File: config.mk
export PLATFORM = sky130hd
export DESIGN_NAME = cursor_ctrl
export DESIGN_NICKNAME = d
export VERILOG_FILES = /design/src/rtl/cursor_ctrl.sv
export SDC_FILE = /design/constraint.sdc
export NUM_CORES = 1
export LEC_CHECK = 0
export CORE_ASPECT_RATIO = 0.8
export CORE_MARGIN = 2
export CORE_UTILIZATION = 46
export CTS_CLUSTER_SIZE = 30
export DETAILED_ROUTE_END_ITERATION = 8
export GPL_TIMING_DRIVEN = 0
export PLACE_DENSITY = 0.76
export SLEW_MARGIN = 20
export SYNTH_ARGS = -nofsm -noshare
export SYNTH_HDL_FRONTEND = slang
export SYNTH_SLANG_ARGS = --single-unit
File: constraint.sdc
create_clock -name clk -period 1.5 [get_ports clk]
set_input_delay 0.45 -clock clk [delete_from_list [all_inputs] [get_ports clk]]
set_output_delay 0.45 -clock clk [all_outputs]
set_load 0.01 [all_outputs]
File: src/rtl/cursor_ctrl.sv
// Text-mode cursor controller: CPU staging registers, frame-synchronous
// active copy and a vsync-driven blink generator.
module cursor_ctrl (
   input  logic        clk,
   input  logic        rst,
   input  logic [1:0]  cpu_addr,
   input  logic [7:0]  cpu_wdata,
   input  logic        cpu_we,
   input  logic        cpu_re,
   output logic [7:0]  cpu_rdata,
   input  logic        vsync_start,
   output logic [10:0] match_address,
   output logic        cursor_disable,
   output logic [3:0]  start_scanline,
   output logic [3:0]  end_scanline,
   output logic        blink_state
);

   localparam logic [1:0] A_LO    = 2'd0;
   localparam logic [1:0] A_HI    = 2'd1;
   localparam logic [1:0] A_START = 2'd2;
   localparam logic [1:0] A_END   = 2'd3;

   // staging (CPU-visible) copy
   logic [10:0] stg_addr_q, stg_addr_d;
   logic [3:0]  stg_start_q, stg_start_d;
   logic [3:0]  stg_end_q, stg_end_d;
   logic        stg_dis_q, stg_dis_d;
   logic        stg_fast_q, stg_fast_d;
   logic        stg_off_q, stg_off_d;

   // active (frame-stable) copy
   logic [10:0] act_addr_q, act_addr_d;
   logic [3:0]  act_start_q, act_start_d;
   logic [3:0]  act_end_q, act_end_d;
   logic        act_dis_q, act_dis_d;
   logic        act_fast_q, act_fast_d;
   logic        act_off_q, act_off_d;

   logic [4:0]  cnt_q, cnt_d;
   logic        blink_q, blink_d;
   logic [7:0]  rdata_q, rdata_d;

   // register file, read port, frame transfer and blink generator
   always_comb begin
      stg_addr_d  = stg_addr_q;
      stg_start_d = stg_start_q;
      stg_end_d   = stg_end_q;
      stg_dis_d   = stg_dis_q;
      stg_fast_d  = stg_fast_q;
      stg_off_d   = stg_off_q;
      act_addr_d  = act_addr_q;
      act_start_d = act_start_q;
      act_end_d   = act_end_q;
      act_dis_d   = act_dis_q;
      act_fast_d  = act_fast_q;
      act_off_d   = act_off_q;
      cnt_d       = cnt_q;
      blink_d     = blink_q;
      rdata_d     = rdata_q;

      if (cpu_we) begin
         case (cpu_addr)
            A_LO:    stg_addr_d[7:0]  = cpu_wdata;
            A_HI:    stg_addr_d[10:8] = cpu_wdata[2:0];
            A_START: begin
               stg_start_d = cpu_wdata[3:0];
               stg_dis_d   = cpu_wdata[4];
               stg_fast_d  = cpu_wdata[5];
               stg_off_d   = cpu_wdata[6];
            end
            default: stg_end_d = cpu_wdata[3:0];
         endcase
      end

      // reads see the pre-write staging value
      if (cpu_re) begin
         case (cpu_addr)
            A_LO:    rdata_d = stg_addr_q[7:0];
            A_HI:    rdata_d = {5'd0, stg_addr_q[10:8]};
            A_START: rdata_d = {1'b0, stg_off_q, stg_fast_q,
                                stg_dis_q, stg_start_q};
            A_END:   rdata_d = {4'd0, stg_end_q};
            default: rdata_d = 8'd0;
         endcase
      end

      // blink mode used on a vsync is the one being made active
      if (vsync_start) begin
         act_addr_d  = stg_addr_q;
         act_start_d = stg_start_q;
         act_end_d   = stg_end_q;
         act_dis_d   = stg_dis_q;
         act_fast_d  = stg_fast_q;
         act_off_d   = stg_off_q;
         if (stg_off_q) begin
            cnt_d   = 5'd0;
            blink_d = 1'b1;
         end else if (cnt_q >= (stg_fast_q ? 5'd7 : 5'd15)) begin
            cnt_d   = 5'd0;
            blink_d = ~blink_q;
         end else begin
            cnt_d   = cnt_q + 5'd1;
         end
      end
   end

   // state registers with synchronous reset
   always_ff @(posedge clk) begin
      if (rst) begin
         stg_addr_q  <= 11'd0;
         stg_start_q <= 4'd14;
         stg_end_q   <= 4'd15;
         stg_dis_q   <= 1'b1;
         stg_fast_q  <= 1'b0;
         stg_off_q   <= 1'b0;
         act_addr_q  <= 11'd0;
         act_start_q <= 4'd14;
         act_end_q   <= 4'd15;
         act_dis_q   <= 1'b1;
         act_fast_q  <= 1'b0;
         act_off_q   <= 1'b0;
         cnt_q       <= 5'd0;
         blink_q     <= 1'b0;
         rdata_q     <= 8'd0;
      end else begin
         stg_addr_q  <= stg_addr_d;
         stg_start_q <= stg_start_d;
         stg_end_q   <= stg_end_d;
         stg_dis_q   <= stg_dis_d;
         stg_fast_q  <= stg_fast_d;
         stg_off_q   <= stg_off_d;
         act_addr_q  <= act_addr_d;
         act_start_q <= act_start_d;
         act_end_q   <= act_end_d;
         act_dis_q   <= act_dis_d;
         act_fast_q  <= act_fast_d;
         act_off_q   <= act_off_d;
         cnt_q       <= cnt_d;
         blink_q     <= blink_d;
         rdata_q     <= rdata_d;
      end
   end

   assign cpu_rdata      = rdata_q;
   assign match_address  = act_addr_q;
   assign cursor_disable = act_dis_q;
   assign start_scanline = act_start_q;
   assign end_scanline   = act_end_q;
   assign blink_state    = blink_q;

endmodule

# Yosys cells after proc, flatten, opt, wreduce, memory -nomap -nowiden
# Index checks and enable logic that the tools add are counted.
[classes] n_reduce_logical=8 bitwise_logic=2 n_eq_ne=3 muxes=6 addsub=1 order_cmp=1
[ops] cell="one-hot mux 8 bit (4 select lines)" n=1
[ops] cell="2-to-1 mux 5 bit" n=2
[ops] cell="AND reduction 2 bit" n=5
[ops] cell="adder 5 x 1 -> 5 bit, second input constant" n=1
[ops] cell=">= comparator 5 x 4 -> 1 bit" n=1
[ops] cell="== test 2 bit, second input constant" n=2
[ops] cell="2-to-1 mux 4 bit" n=1
[ops] cell="OR reduction 3 bit" n=1
[ops] cell="== test 2 x 1 -> 1 bit, second input constant" n=1
[ops] cell="zero test 2 bit" n=1
[ops] cell="2-to-1 mux 1 bit" n=2
[ops] cell="NOT 1 bit" n=2
[ops] cell="nonzero test 2 bit" n=1
[totals] word_cells=35 reg_bits=56 in_bits=15 out_inout_bits=29

# Depth between registers and ports, before layout
[depth] word_depth=4 ltp_mapped=6

# Worst setup path after synthesis
# Ideal clock, no wire load.
[synth_path] path_kind="flip-flop to flip-flop" from="reg cnt_q[0]" to="reg cnt_q[3]" stages_incl_launch_ff=6 synth_period_minus_slack_ns=1.480 setup_slack_ns=0.020 arrival_time_ns=1.410 setup_ns=0.071 n_path_buf=0 path_cell_list="dfxtp_1 -> ha_1 -> a21oi_1 -> o21ai_2 -> or4b_1 -> a21oi_1"
[synth_via] elab_chain_len=3 elab_cells_between_ends=4
[synth_rtl] item="start, declared" line="40" rtl="logic [4:0] cnt_q, cnt_d;"
[synth_rtl] item="start signal, assigned" line="139" rtl="cnt_q <= cnt_d;"
[synth_rtl] item="adder 5 x 1 -> 5 bit / >= comparator 5 x 4 -> 1 bit (equally long branches)" line="103, 99"
[synth_rtl] item="2-to-1 mux 5 bit (*)" line="99" rtl="end else if (cnt_q >= (stg_fast_q ? 5'd7 : 5'd15)) begin"
[synth_rtl] item="2-to-1 mux 5 bit (*)" line="96" rtl="if (stg_off_q) begin"
# Every way passes the cells marked *; elsewhere a longest branch is shown, timed or not.
# A chain may end at the register's enable or synchronous reset.

# Worst setup path after layout
[layout_path] from="in cpu_we" to="reg stg_addr_q[6]"
[layout_via] elab_chain_len=1
[layout_rtl] item="start, declared" line="8" rtl="input logic cpu_we,"
[layout_rtl] item="AND reduction 2 bit (no line)"
[layout_rtl] item="end signal, assigned" line="127" rtl="stg_addr_q <= stg_addr_d;"
[layout_rtl] item="end, declared" line="25" rtl="logic [10:0] stg_addr_q, stg_addr_d;"
# Every way passes these cells.

==> PnR_summary.wiki <==
{| class="wikitable"
! Metric !! Value
|-
| Sequential cell area in the final layout || 1130 um^2
|-
| Status || finished clean
|-
| Leakage power of the design || 0.00128 uW
|-
| Post-synth EDFFs || 0
|-
| Clock tree from TritonCTS || done
|-
| Warnings, synthesis || 0
|-
| Gp weighted congestion || 0.841
|-
| Min Tclk post-route || 1480 ps
|-
| Clock network fraction of total power || 0.304
|-
| Share of total power in sequential cells || 0.573
|-
| Critical-path cell with the highest stage delay || sky130_fd_sc_hd__clkdlybuf4s50_1
|-
| Flops & latches, synth || 56
|-
| Number of CTS-inserted buffers || 5
|-
| Summed instance area of the synthesized netlist || 2260 um^2
|-
| Core Region || 4650 um^2
|-
| Slew at the pin closest to its max-slew limit || 693 ps
|-
| Worst-case reg-to-reg path depth || 5
|-
| Slack of the worst reg-to-reg path || 30 ps
|-
| Width of the die || 82.4 um
|-
| Count of inserted antenna diode cells || 0
|-
| Type of the worst setup path || primary input to flip-flop
|-
| Async set or reset register ratio after synthesis || 0
|-
| Overflow left after global routing || 0
|-
| Internal power || 2080 uW
|-
| Final worst path period share || 0.989
|-
| Total GRT Usage || 0.203
|-
| CP required || 1680 ps
|-
| Total iterations of the first detailed-routing run || 4
|-
| Multi-input gate area in the final layout || 1110 um^2
|-
| Net count of the mapped netlist || 242
|-
| Initial antenna violation count || 0
|-
| RSZ-0062 raised after global routing || true
|-
| Critical path arrival || 1670 ps
|-
| Initial cell density of the core || 0.486
|-
| Via count of the first global-routing pass || 1722
|-
| Total Nets Final || 296
|-
| Final-report setup violation count || 0
|-
| Cell area power density || 941 nW/um^2
|-
| Net switching power figure || 684 uW
|-
| Worst VDD drop || 0.547 mV
|-
| Die Area || 5500 um^2
|-
| Top_reg_cell synth || sky130_fd_sc_hd__dfxtp_1
|-
| Worst relative slew slack || 0.538
|-
| Post-place setup slack || -685 ps
|-
| Sequential element share of the synthesized area || 0.496
|-
| Final cell area excluding filler cells || 2940 um^2
|-
| Area grow syn2layout || 30.1%
|-
| Largest net degree at the start of global routing || 17
|-
| Hold Crit Start || cpu_rdata[7]
|-
| Switching share of power || 0.247
|-
| Number of library cell types mapped by synthesis || 31
|-
| Avg Vias per Cell || 5.31
|-
| Setup crit start kind || primary input
|-
| Antenna viol nets, final || 0
|-
| Worst hold slack after final layout || 473 ps
|-
| Maximum level of the CTS H-tree || 2
|-
| Worst clock skew on the final layout || 5.17 ps
|-
| Critical R2R Capture || cnt_q[3]
|-
| Count of clock tree sinks || 56
|-
| Placed wire-length estimate || 3570 um
|-
| Total Power Consumption || 2770 uW
|-
| Global-route wire length before repair || 8420 um
|-
| Port Buffers || 41
|-
| Y dimension of the die || 66.7 um
|-
| Detailed Route WL || 5250 um
|-
| Max Cap Violations || 0
|-
| IO Count || 44
|-
| Initial detailed-routing violation count || 143
|-
| Final number of hold-violating endpoints || 0
|-
| Number of filler instances in the final layout || 407
|-
| FMAX || 674 MHz
|-
| Setup ws final || 16.2 ps
|-
| Worst hold path depth || 2
|-
| Clock buffer depth || 2
|-
| Cells along the critical path || clkdlybuf4s50_1 -> nor3b_2 -> buf_4 -> mux2i_1 -> nor2_1
|-
| Worst r2r src || cnt_q[1]
|-
| Worst-path fanout max || 8
|-
| Share of cells above drive strength 1 || 0.146
|-
| Hold-fix buffer count after cts || 0
|-
| Share of the core filled with cells in the final layout || 0.632
|-
| Worst Hold Path EP || cpu_rdata[7]
|-
| Post-synthesis area per instance || 10.0 um^2
|-
| Power share of the combinational group || 0.123
|-
| Routed WL per cell || 15.4 um
|-
| CP max stage delay || 530 ps
|-
| Area of placed instances || 2750 um^2
|-
| Via Count || 1804
|-
| Kind of end point of the critical path || flip-flop
|-
| Final count of pins violating max slew || 0
|-
| Clock Pin Slew Worst Setup and Hold Paths || 90 ps
|-
| Worst min-delay path category || flip-flop to flip-flop
|-
| DRC violations left || 0
|-
| Clock root cell || sky130_fd_sc_hd__clkbuf_8
|-
| Clock Latency Late Sink || 300 ps
|-
| Core Rows || 22
|-
| Gate Count Post-Synth || 225
|}
==> synth_stat cells (2+ instances only) <==
cell type                  count  area share
sky130_fd_sc_hd__a211o_1      16       0.062
sky130_fd_sc_hd__a21oi_1       9       0.020
sky130_fd_sc_hd__a31oi_1       2      0.0055
sky130_fd_sc_hd__buf_2         5       0.011
sky130_fd_sc_hd__buf_4         2      0.0066
sky130_fd_sc_hd__clkbuf_1      7       0.012
sky130_fd_sc_hd__dfxtp_1      56        0.50
sky130_fd_sc_hd__ha_1          2       0.011
sky130_fd_sc_hd__inv_1         5      0.0083
sky130_fd_sc_hd__mux2i_1      33        0.15
sky130_fd_sc_hd__mux4_2        3       0.030
sky130_fd_sc_hd__nand2b_1      4       0.011
sky130_fd_sc_hd__nand3_1       5       0.011
sky130_fd_sc_hd__nand3b_1      4       0.013
sky130_fd_sc_hd__nor2_1       48       0.080
sky130_fd_sc_hd__nor2b_1       9       0.025
==> placed cells by master, fill, tap and decap left out, drive strengths merged <==
cell           instances
dfxtp                 56
nor2                  48
mux2i                 33
dlygate4sd2           30
a211o                 16
clkbuf                14
buf                   13
clkdlybuf4s50         10
nor2b                  9
a21oi                  9
inv                    5
nand3                  5
nand3b                 4
nand2b                 4
mux4                   3
a31oi                  2
ha                     2
clkinv                 2
nor3                   2
o21ai                  2
nor3b                  1
nand2                  1
nand4                  1
xor2                   1
a211oi                 1
and4b                  1
or4b                   1
o21a                   1
nand4b                 1
o211ai                 1
clkdlybuf4s15          1
==> metal layers <==
metal	part of all wire	GRT usage	up-vias
met4	0.0044	0.0438	0
met1	0.49	0.272	863
met3	0.048	0.0420	4
met2	0.46	0.336	42
met5	0	0	-
li1	-	-	895
==> how the worst max path moves through the flow <==
| stage | slack (ps) | endpoint | cells past startpoint | from |
|---|---|---|---|---|
| finish | 20 | stg_addr_q[6] | 5 | cpu_we |
| global route | -30 | cnt_q[3] | 5 | cnt_q[1] |
| CTS | -10 | cnt_q[3] | 5 | cnt_q[3] |
| detailed placement | -680 | stg_addr_q[6] | 6 | cpu_addr[0] |
| global placement | -620 | stg_addr_q[5] | 6 | cpu_addr[0] |
| floorplan | 20 | cnt_q[3] | 5 | cnt_q[0] |
==> power groups by stage <==
stage	sequential (uW)	clock (uW)	combinational, uW
floorplan	1620	0	181
global placement	1620	0	327
detailed placement	1620	0	332
CTS	1580	849	326
global route	1590	927	371
finish	1580	841	341
==> cell type report <==
type / count / share of cell area
plain buffers: 15 / 0.0345
clock buffers: 6 / 0.0281
clock inverters: 2 / 0.00340
inverters: 5 / 0.00638
multi-input cells: 149 / 0.376
flip-flops and latches: 56 / 0.385
well taps: 60 / 0.0255
repair buffers: 47 / 0.142
==> registers in the layout, indices dropped and copies added (netlist names) <==
register and cells:
cpu_rdata 8, stg_fast_q 1, stg_end_q 4, end_scanline 4, stg_start_q 4, stg_addr_q 11
stg_off_q 1, cursor_disable 1, stg_dis_q 1, blink_state 1, match_address 11, cnt_q 5
start_scanline 4
==> worst max-delay path, delay by kind of cell <==
| family | cells | cell delay, ps |
|---|---|---|
| buf+inv | 2 | 750 |
| simple gates | 2 | 240 |
| mux | 1 | 220 |
==> repair_timing <==
item | in CTS | in global routing
gates cloned | 1 | 0
pin swaps | 2 | 2
buffers inserted | 4 | 1
resized for setup | 47 | 15
setup endpoints to repair | 79 | 12
==> stage by stage <==
step	instances	TNS, ps
2_1_floorplan	225	0
3_3_place_gp	326	-24460
3_5_place_dp	326	-26020
4_1_cts	339	-9.78
5_1_grt	340	-122
6_report	340	0
==> logic make-up after synthesis <==
logic type      Yosys count  share of synthesized area
fa+ha+maj                 2                     0.0111
buf+inv                  20                     0.0393
xor+xnor                  1                    0.00387
compound gates           32                      0.103
simple gates             78                      0.170
flops                    56                      0.496
mux                      36                      0.176
Power figures use the tool's default switching activity.
